**config.mk**
```make
export PLATFORM = sky130hd
export DESIGN_NAME = reg_wb_arbiter
export DESIGN_NICKNAME = d
export VERILOG_FILES = /design/src/rtl/reg_wb_pkg.sv /design/src/rtl/rr_pick2.sv /design/src/rtl/reg_wb_arbiter.sv
export SDC_FILE = /design/constraint.sdc
export NUM_CORES = 1
export LEC_CHECK = 0
export BUFFER_PORTS_ARGS = -buffer_cell sky130_fd_sc_hd__buf_4
export CORE_MARGIN = 4
export CORE_UTILIZATION = 55
export CTS_CLUSTER_SIZE = 20
export DETAILED_ROUTE_END_ITERATION = 8
export PLACE_DENSITY = 0.93
export SLEW_MARGIN = 25
export SYNTH_ARGS = -nofsm -noshare
export SYNTH_HDL_FRONTEND = slang
export SYNTH_SLANG_ARGS = --single-unit
```
**constraint.sdc**
```tcl
create_clock -name clk -period 5.3 [get_ports clk]
set_input_delay 1.06 -clock clk [delete_from_list [all_inputs] [get_ports clk]]
set_output_delay 1.06 -clock clk [all_outputs]
set_load 0.02 [all_outputs]
```
**src/rtl/reg_wb_pkg.sv**
```systemverilog
// ----------------------------------------------------------------------------
// reg_wb_pkg: shared types for the register-file writeback arbiter. Rev 1.0
// ----------------------------------------------------------------------------
`default_nettype none

package reg_wb_pkg;

  localparam int REG_ADDR_W = 4;
  localparam int NUM_REGS   = 16;
  localparam int WB_DATA_W  = 32;

  typedef struct packed {
    logic [REG_ADDR_W-1:0] addr;
    logic [WB_DATA_W-1:0]  data;
  } wb_req_t;

  typedef struct packed {
    logic                  we;
    logic [REG_ADDR_W-1:0] addr;
    logic [WB_DATA_W-1:0]  data;
  } wb_port_t;

endpackage

`default_nettype wire

```
**src/rtl/rr_pick2.sv**
```systemverilog
// ----------------------------------------------------------------------------
// rr_pick2: combinational two-winner round-robin picker, same-address skip. Rev 1.0
// ----------------------------------------------------------------------------
`default_nettype none

module rr_pick2
  import reg_wb_pkg::*;
#(
  parameter int NREQ  = 3,
  parameter int PTR_W = 2
) (
  input  logic [NREQ-1:0]                 valid_i,
  input  logic [NREQ-1:0][REG_ADDR_W-1:0] addr_i,
  input  logic [PTR_W-1:0]                rr_i,
  output logic [NREQ-1:0]                 grant_o,
  output logic [PTR_W-1:0]                pri_idx_o,
  output logic [PTR_W-1:0]                sec_idx_o,
  output logic                            pri_valid_o,
  output logic                            sec_valid_o
);

  localparam logic [PTR_W:0] NREQ_W = (PTR_W+1)'(NREQ);

  logic [PTR_W:0]   sum_w;
  logic [PTR_W-1:0] idx_w;

  always_comb begin
    grant_o     = '0;
    pri_idx_o   = '0;
    sec_idx_o   = '0;
    pri_valid_o = 1'b0;
    sec_valid_o = 1'b0;
    sum_w       = '0;
    idx_w       = '0;
    for (int i = 0; i < NREQ; i++) begin
      // NREQ need not be a power of two, so wrap explicitly.
      sum_w = {1'b0, rr_i} + (PTR_W+1)'(i);
      if (sum_w >= NREQ_W) sum_w = sum_w - NREQ_W;
      idx_w = sum_w[PTR_W-1:0];
      if (valid_i[idx_w]) begin
        if (!pri_valid_o) begin
          pri_valid_o    = 1'b1;
          pri_idx_o      = idx_w;
          grant_o[idx_w] = 1'b1;
        end else if (!sec_valid_o && (addr_i[idx_w] != addr_i[pri_idx_o])) begin
          sec_valid_o    = 1'b1;
          sec_idx_o      = idx_w;
          grant_o[idx_w] = 1'b1;
        end
      end
    end
  end

endmodule

`default_nettype wire

```
**src/rtl/reg_wb_arbiter.sv**
```systemverilog
// ----------------------------------------------------------------------------
// reg_wb_arbiter: shares the two register-file write ports, tracks pending writes. Rev 1.0
// ----------------------------------------------------------------------------
`default_nettype none

module reg_wb_arbiter
  import reg_wb_pkg::*;
#(
  parameter int N    = 32,
  parameter int NREQ = 3
) (
  input  logic                            clk,
  input  logic                            rst_n,
  input  logic [NREQ-1:0]                 req_valid_i,
  input  logic [NREQ-1:0][REG_ADDR_W-1:0] req_addr_i,
  input  logic [NREQ-1:0][N-1:0]          req_data_i,
  output logic [NREQ-1:0]                 req_ready_o,
  input  logic                            alloc_valid_i,
  input  logic [REG_ADDR_W-1:0]           alloc_addr_i,
  output logic                            write_enable1_o,
  output logic [REG_ADDR_W-1:0]           address_write1_o,
  output logic [N-1:0]                    write_data1_o,
  output logic                            write_enable2_o,
  output logic [REG_ADDR_W-1:0]           address_write2_o,
  output logic [N-1:0]                    write_data2_o,
  output logic [NUM_REGS-1:0]             busy_o
);

  localparam int PTR_W = (NREQ > 1) ? $clog2(NREQ) : 1;

  wb_req_t [NREQ-1:0]   req_w;
  logic [NREQ-1:0]      valid_w;
  logic [NREQ-1:0]      grant_w;
  logic [PTR_W-1:0]     pri_idx_w;
  logic [PTR_W-1:0]     sec_idx_w;
  logic [PTR_W-1:0]     last_idx_w;
  logic                 pri_valid_w;
  logic                 sec_valid_w;

  logic [PTR_W-1:0]     rr_q, rr_d;
  wb_port_t             port1_q, port1_d;
  wb_port_t             port2_q, port2_d;
  logic [NUM_REGS-1:0]  busy_q, busy_d;

  for (genvar k = 0; k < NREQ; k++) begin : g_req
    assign req_w[k].addr = req_addr_i[k];
    assign req_w[k].data = req_data_i[k];
  end

  // Masking valid during reset keeps ready low and blocks all state updates.
  assign valid_w = rst_n ? req_valid_i : '0;

  rr_pick2 #(
    .NREQ  (NREQ),
    .PTR_W (PTR_W)
  ) u_pick (
    .valid_i     (valid_w),
    .addr_i      (req_addr_i),
    .rr_i        (rr_q),
    .grant_o     (grant_w),
    .pri_idx_o   (pri_idx_w),
    .sec_idx_o   (sec_idx_w),
    .pri_valid_o (pri_valid_w),
    .sec_valid_o (sec_valid_w)
  );

  assign last_idx_w = sec_valid_w ? sec_idx_w : pri_idx_w;

  always_comb begin
    rr_d    = rr_q;
    port1_d = port1_q;
    port2_d = port2_q;
    busy_d  = busy_q;

    if (pri_valid_w) begin
      rr_d = (last_idx_w == PTR_W'(NREQ-1)) ? '0 : last_idx_w + 1'b1;
    end

    port2_d.we = pri_valid_w;
    if (pri_valid_w) begin
      port2_d.addr = req_w[pri_idx_w].addr;
      port2_d.data = req_w[pri_idx_w].data;
      busy_d[req_w[pri_idx_w].addr] = 1'b0;
    end

    port1_d.we = sec_valid_w;
    if (sec_valid_w) begin
      port1_d.addr = req_w[sec_idx_w].addr;
      port1_d.data = req_w[sec_idx_w].data;
      busy_d[req_w[sec_idx_w].addr] = 1'b0;
    end

    // A fresh reservation outranks a completing write to the same register.
    if (alloc_valid_i) begin
      busy_d[alloc_addr_i] = 1'b1;
    end
  end

  always_ff @(posedge clk) begin
    if (!rst_n) begin
      rr_q    <= '0;
      port1_q <= '0;
      port2_q <= '0;
      busy_q  <= '0;
    end else begin
      rr_q    <= rr_d;
      port1_q <= port1_d;
      port2_q <= port2_d;
      busy_q  <= busy_d;
    end
  end

  assign req_ready_o      = grant_w;
  assign write_enable1_o  = port1_q.we;
  assign address_write1_o = port1_q.addr;
  assign write_data1_o    = port1_q.data;
  assign write_enable2_o  = port2_q.we;
  assign address_write2_o = port2_q.addr;
  assign write_data2_o    = port2_q.data;
  assign busy_o           = busy_q;

endmodule

`default_nettype wire
```
==> out/results.ini <==
[route]
drt_iter0_drc = 636
drt_wl_total_mm = 19.9
wl_per_cell_um = 17.9
firstDrtPassIters = 6
drc = 0
viasPerCell = 6.10
vias = 6775
ant_nets = 0

[synthesis]
syn-num-nets = 930
synth_seq_area_share_pct = 30.5
post_synth_num_cell_types = 66
synthArstFlopShare_pct = 0
synth-main-ff-cell = dfxtp_1
syn_area_um2 = 6050
synth-seq-cells = 92
synth-warning-count = 0
synthCells = 808
synth_edf_count = 0
syn_area_per_cell_um2 = 7.48

[cells_and_area]
area_growth_pct = 29.2
diodes = 0
final-seq-area_um2 = 1840
drive_above_1_share_pct = 26.4
nets = 1088
num-fill-cells = 806
instances_no_fill = 1111
multi_input_area_um2 = 3900

[sta]
period_share_pct = 93.1
setup_violations = 0
fin_skew_ns = 0.0179
worstMarginPinSlew_ns = 0.840
slew_headroom_pct = 43.7
setup_tns_ns = 0
hold_viol = 0
fmax_ghz = 0.203
min_period_ns = 4.93
slew_violations = 0
rsz0062_at_grt = false

[global_routing]
grt_pass1_wl_mm = 31.7
antenna_found_initial = 0
grt_overflow = 0
first_global_vias = 6379
grt_start_max_net_pins = 74
grt_usage_pct = 30.0

[placement]
place.port_buffers = 210
dp_cells = 1095
place_hpwl_mm = 14.4
gp_congestion = 0.942

[power]
p_sw_share_pct = 49.2
pwr-share-seq_pct = 25.3
p_sw_mw = 2.06
clkPwrFrac_pct = 11.5
pwr-share-comb_pct = 63.2
ir_drop_mv = 0.323
intPower_mw = 2.12
p_leak_nw = 3.27
p_per_area_nw_per_um2 = 535

[clock_tree]
htree_num_levels = 3
cts-buffers-inserted = 9
ctsResizeCount = 0
clock_sinks = 92
clockRootBuffer = clkbuf_8
cts_tree = done
clkTransAtPathRegs_ns = 0.09
post_cts_buffers = 0
cts_hold_buf = 0
clock_latency_ns = 0.38
clock_path_buffers = 2

[worst_setup_path]
worst_ep_required_time_ns = 4.24
critPathMaxFanout = 11
critPathMaxStageDelay_ns = 0.46
arrival_ns = 3.87
path_cells = inv_1 > ha_1 > and4bb_2 > o31ai_4 > mux2i_1 > a21oi_1 > xnor2_1 > nor4_4 > nand2b_1 > a21oi_1 > a222oi_1 > inv_1 > buf_4
slowest_stage = nor4_4
cp-start-kind = flop
cp-end-kind = output port
timing_worst_setup_path_type = flop to output port

[floorplan]
initial_core_util_pct = 56.0
core_um2 = 10800
die_x_um = 113
row_count = 38
ios = 211
die-area_um2 = 12700
die-height_um = 113

[run]
drv_cap = 0

[hold_path]
hp-class = flop to flop

[status]
status = completed

cells in the final DEF (no fill, tap or decap), drive strengths merged, types with 8 or more instances in the layout:
master / count
nand3: 39
dfxtp: 92
a21oi: 76
inv: 9
clkbuf: 13
buf: 222
nand2: 99
o211ai: 17
nand2b: 12
o21ai: 53
nor4: 18
o22ai: 16
a311oi: 32
nor2b: 41
and2: 8
nor2: 85
xor2: 9
mux2i: 52
final timing paths:
path | start | end | slack (ns) | cells past startpoint
setup / recovery | rr_q[0]$_SDFFE_PN0N_ | req_ready_o[0] | 0.37 | 13
hold / removal | write_data1_o[12]$_SDFFE_PN0N_ | write_data1_o[12]$_SDFFE_PN0N_ | 0.48 | 2
setup reg to reg | rr_q[0]$_SDFFE_PN0N_ | write_data1_o[18]$_SDFFE_PN0N_ | 0.68 | 16
hold reg to reg | write_data1_o[12]$_SDFFE_PN0N_ | write_data1_o[12]$_SDFFE_PN0N_ | 0.48 | 2
cells in the mapped netlist, types with 3 or more instances:
library cell / number / area, um2
nand4_1: 5 / 31.3
a311oi_1: 32 / 280
a21o_1: 3 / 22.5
a31oi_1: 4 / 25.0
buf_4: 3 / 22.5
or3_1: 3 / 18.8
o21a_1: 5 / 37.5
buf_2: 23 / 115
xor2_1: 9 / 78.8
nor2_1: 85 / 319
o22ai_1: 16 / 100
nand2b_1: 12 / 75.1
nor3b_1: 4 / 30.0
nand3_1: 39 / 195
nor2b_1: 41 / 257
o21ai_0: 49 / 245
o211ai_1: 17 / 128
ha_1: 4 / 50.1
inv_1: 7 / 26.3
xnor2_1: 3 / 26.3
buf_1: 7 / 26.3
o21ai_1: 4 / 20.0
and2_1: 8 / 50.1
nand2_1: 99 / 372
mux2i_1: 52 / 521
a21oi_1: 76 / 380
nor4_1: 16 / 100
clkbuf_1: 41 / 154
dfxtp_1: 92 / 1840
cell type report:
type | count | area share [%]
Timing Repair Buffer | 222 | 21.3
Clock inverter | 3 | 0.336
Clock buffer | 13 | 2.16
Multi-Input combinational cell | 634 | 50.0
Tap cell | 140 | 2.24
Sequential cell | 92 | 23.6
Inverter | 7 | 0.336
stage by stage:
stage	total power [mW]	worst slack (ns)	hold slack, ns	utilization [%]	instance area (um2)
after floorplan	2.81	0.932	0.541	-	6050
after global placement	3.61	0.554	0.455	70.5	7610
after detailed placement	3.67	0.490	0.464	70.5	7610
after CTS	4.15	0.339	0.481	72.4	7810
after global routing	4.46	0.0917	0.516	72.4	7810
final	4.18	0.366	0.479	72.4	7810
logic make-up (layout without fill, tap and decap cells):
kind of cell             after synthesis  after routing  synth area share, %
AND/OR/NAND/NOR                      331            331                 27.2
AO/OA/AOI/OAI                        235            235                 25.2
flip-flops                            92             92                 30.5
buffers and inverters                 82            245                 5.88
multiplexers                          52             52                 8.61
XOR/XNOR                              12             12                 1.74
adder cells (fa/ha/maj)                4              4                0.828
power groups by stage:
stage | logic, mW | clock network [mW] | registers, mW
final | 2.64 | 0.479 | 1.06
after global routing | 2.87 | 0.510 | 1.08
after detailed placement | 2.60 | 0 | 1.07
after CTS | 2.61 | 0.480 | 1.06
after floorplan | 1.48 | 0 | 1.32
after global placement | 2.55 | 0 | 1.06
state kept, by name, summed over array words and instances (netlist names):
register          flops
write_data2_o        32
busy_o               16
rr_q                  2
write_enable2_o       1
address_write1_o      4
write_data1_o        32
write_enable1_o       1
address_write2_o      4
routing by layer:
layer	GRT usage, %	routed length (um)	share of wire (%)	up-vias
met5	0	0	0	-
li1	-	-	-	3226
met1	37.4	7660	38	3074
met2	49.2	9460	48	413
met3	7.91	2180	11	62
met4	12.7	615	3.1	0
worst max-delay path, delay by kind of cell (launching register included):
family / cells / cell delay, ns
xor gates and xnor gates: 1 / 0.18
AOI/OAI and AO/OA: 4 / 0.97
and+or+nand+nor: 3 / 0.99
adders and majority gates: 1 / 0.44
muxes: 1 / 0.24
buffers and inverters: 3 / 0.31
DFF: 1 / 0.39
Power figures use the tool's default switching activity.
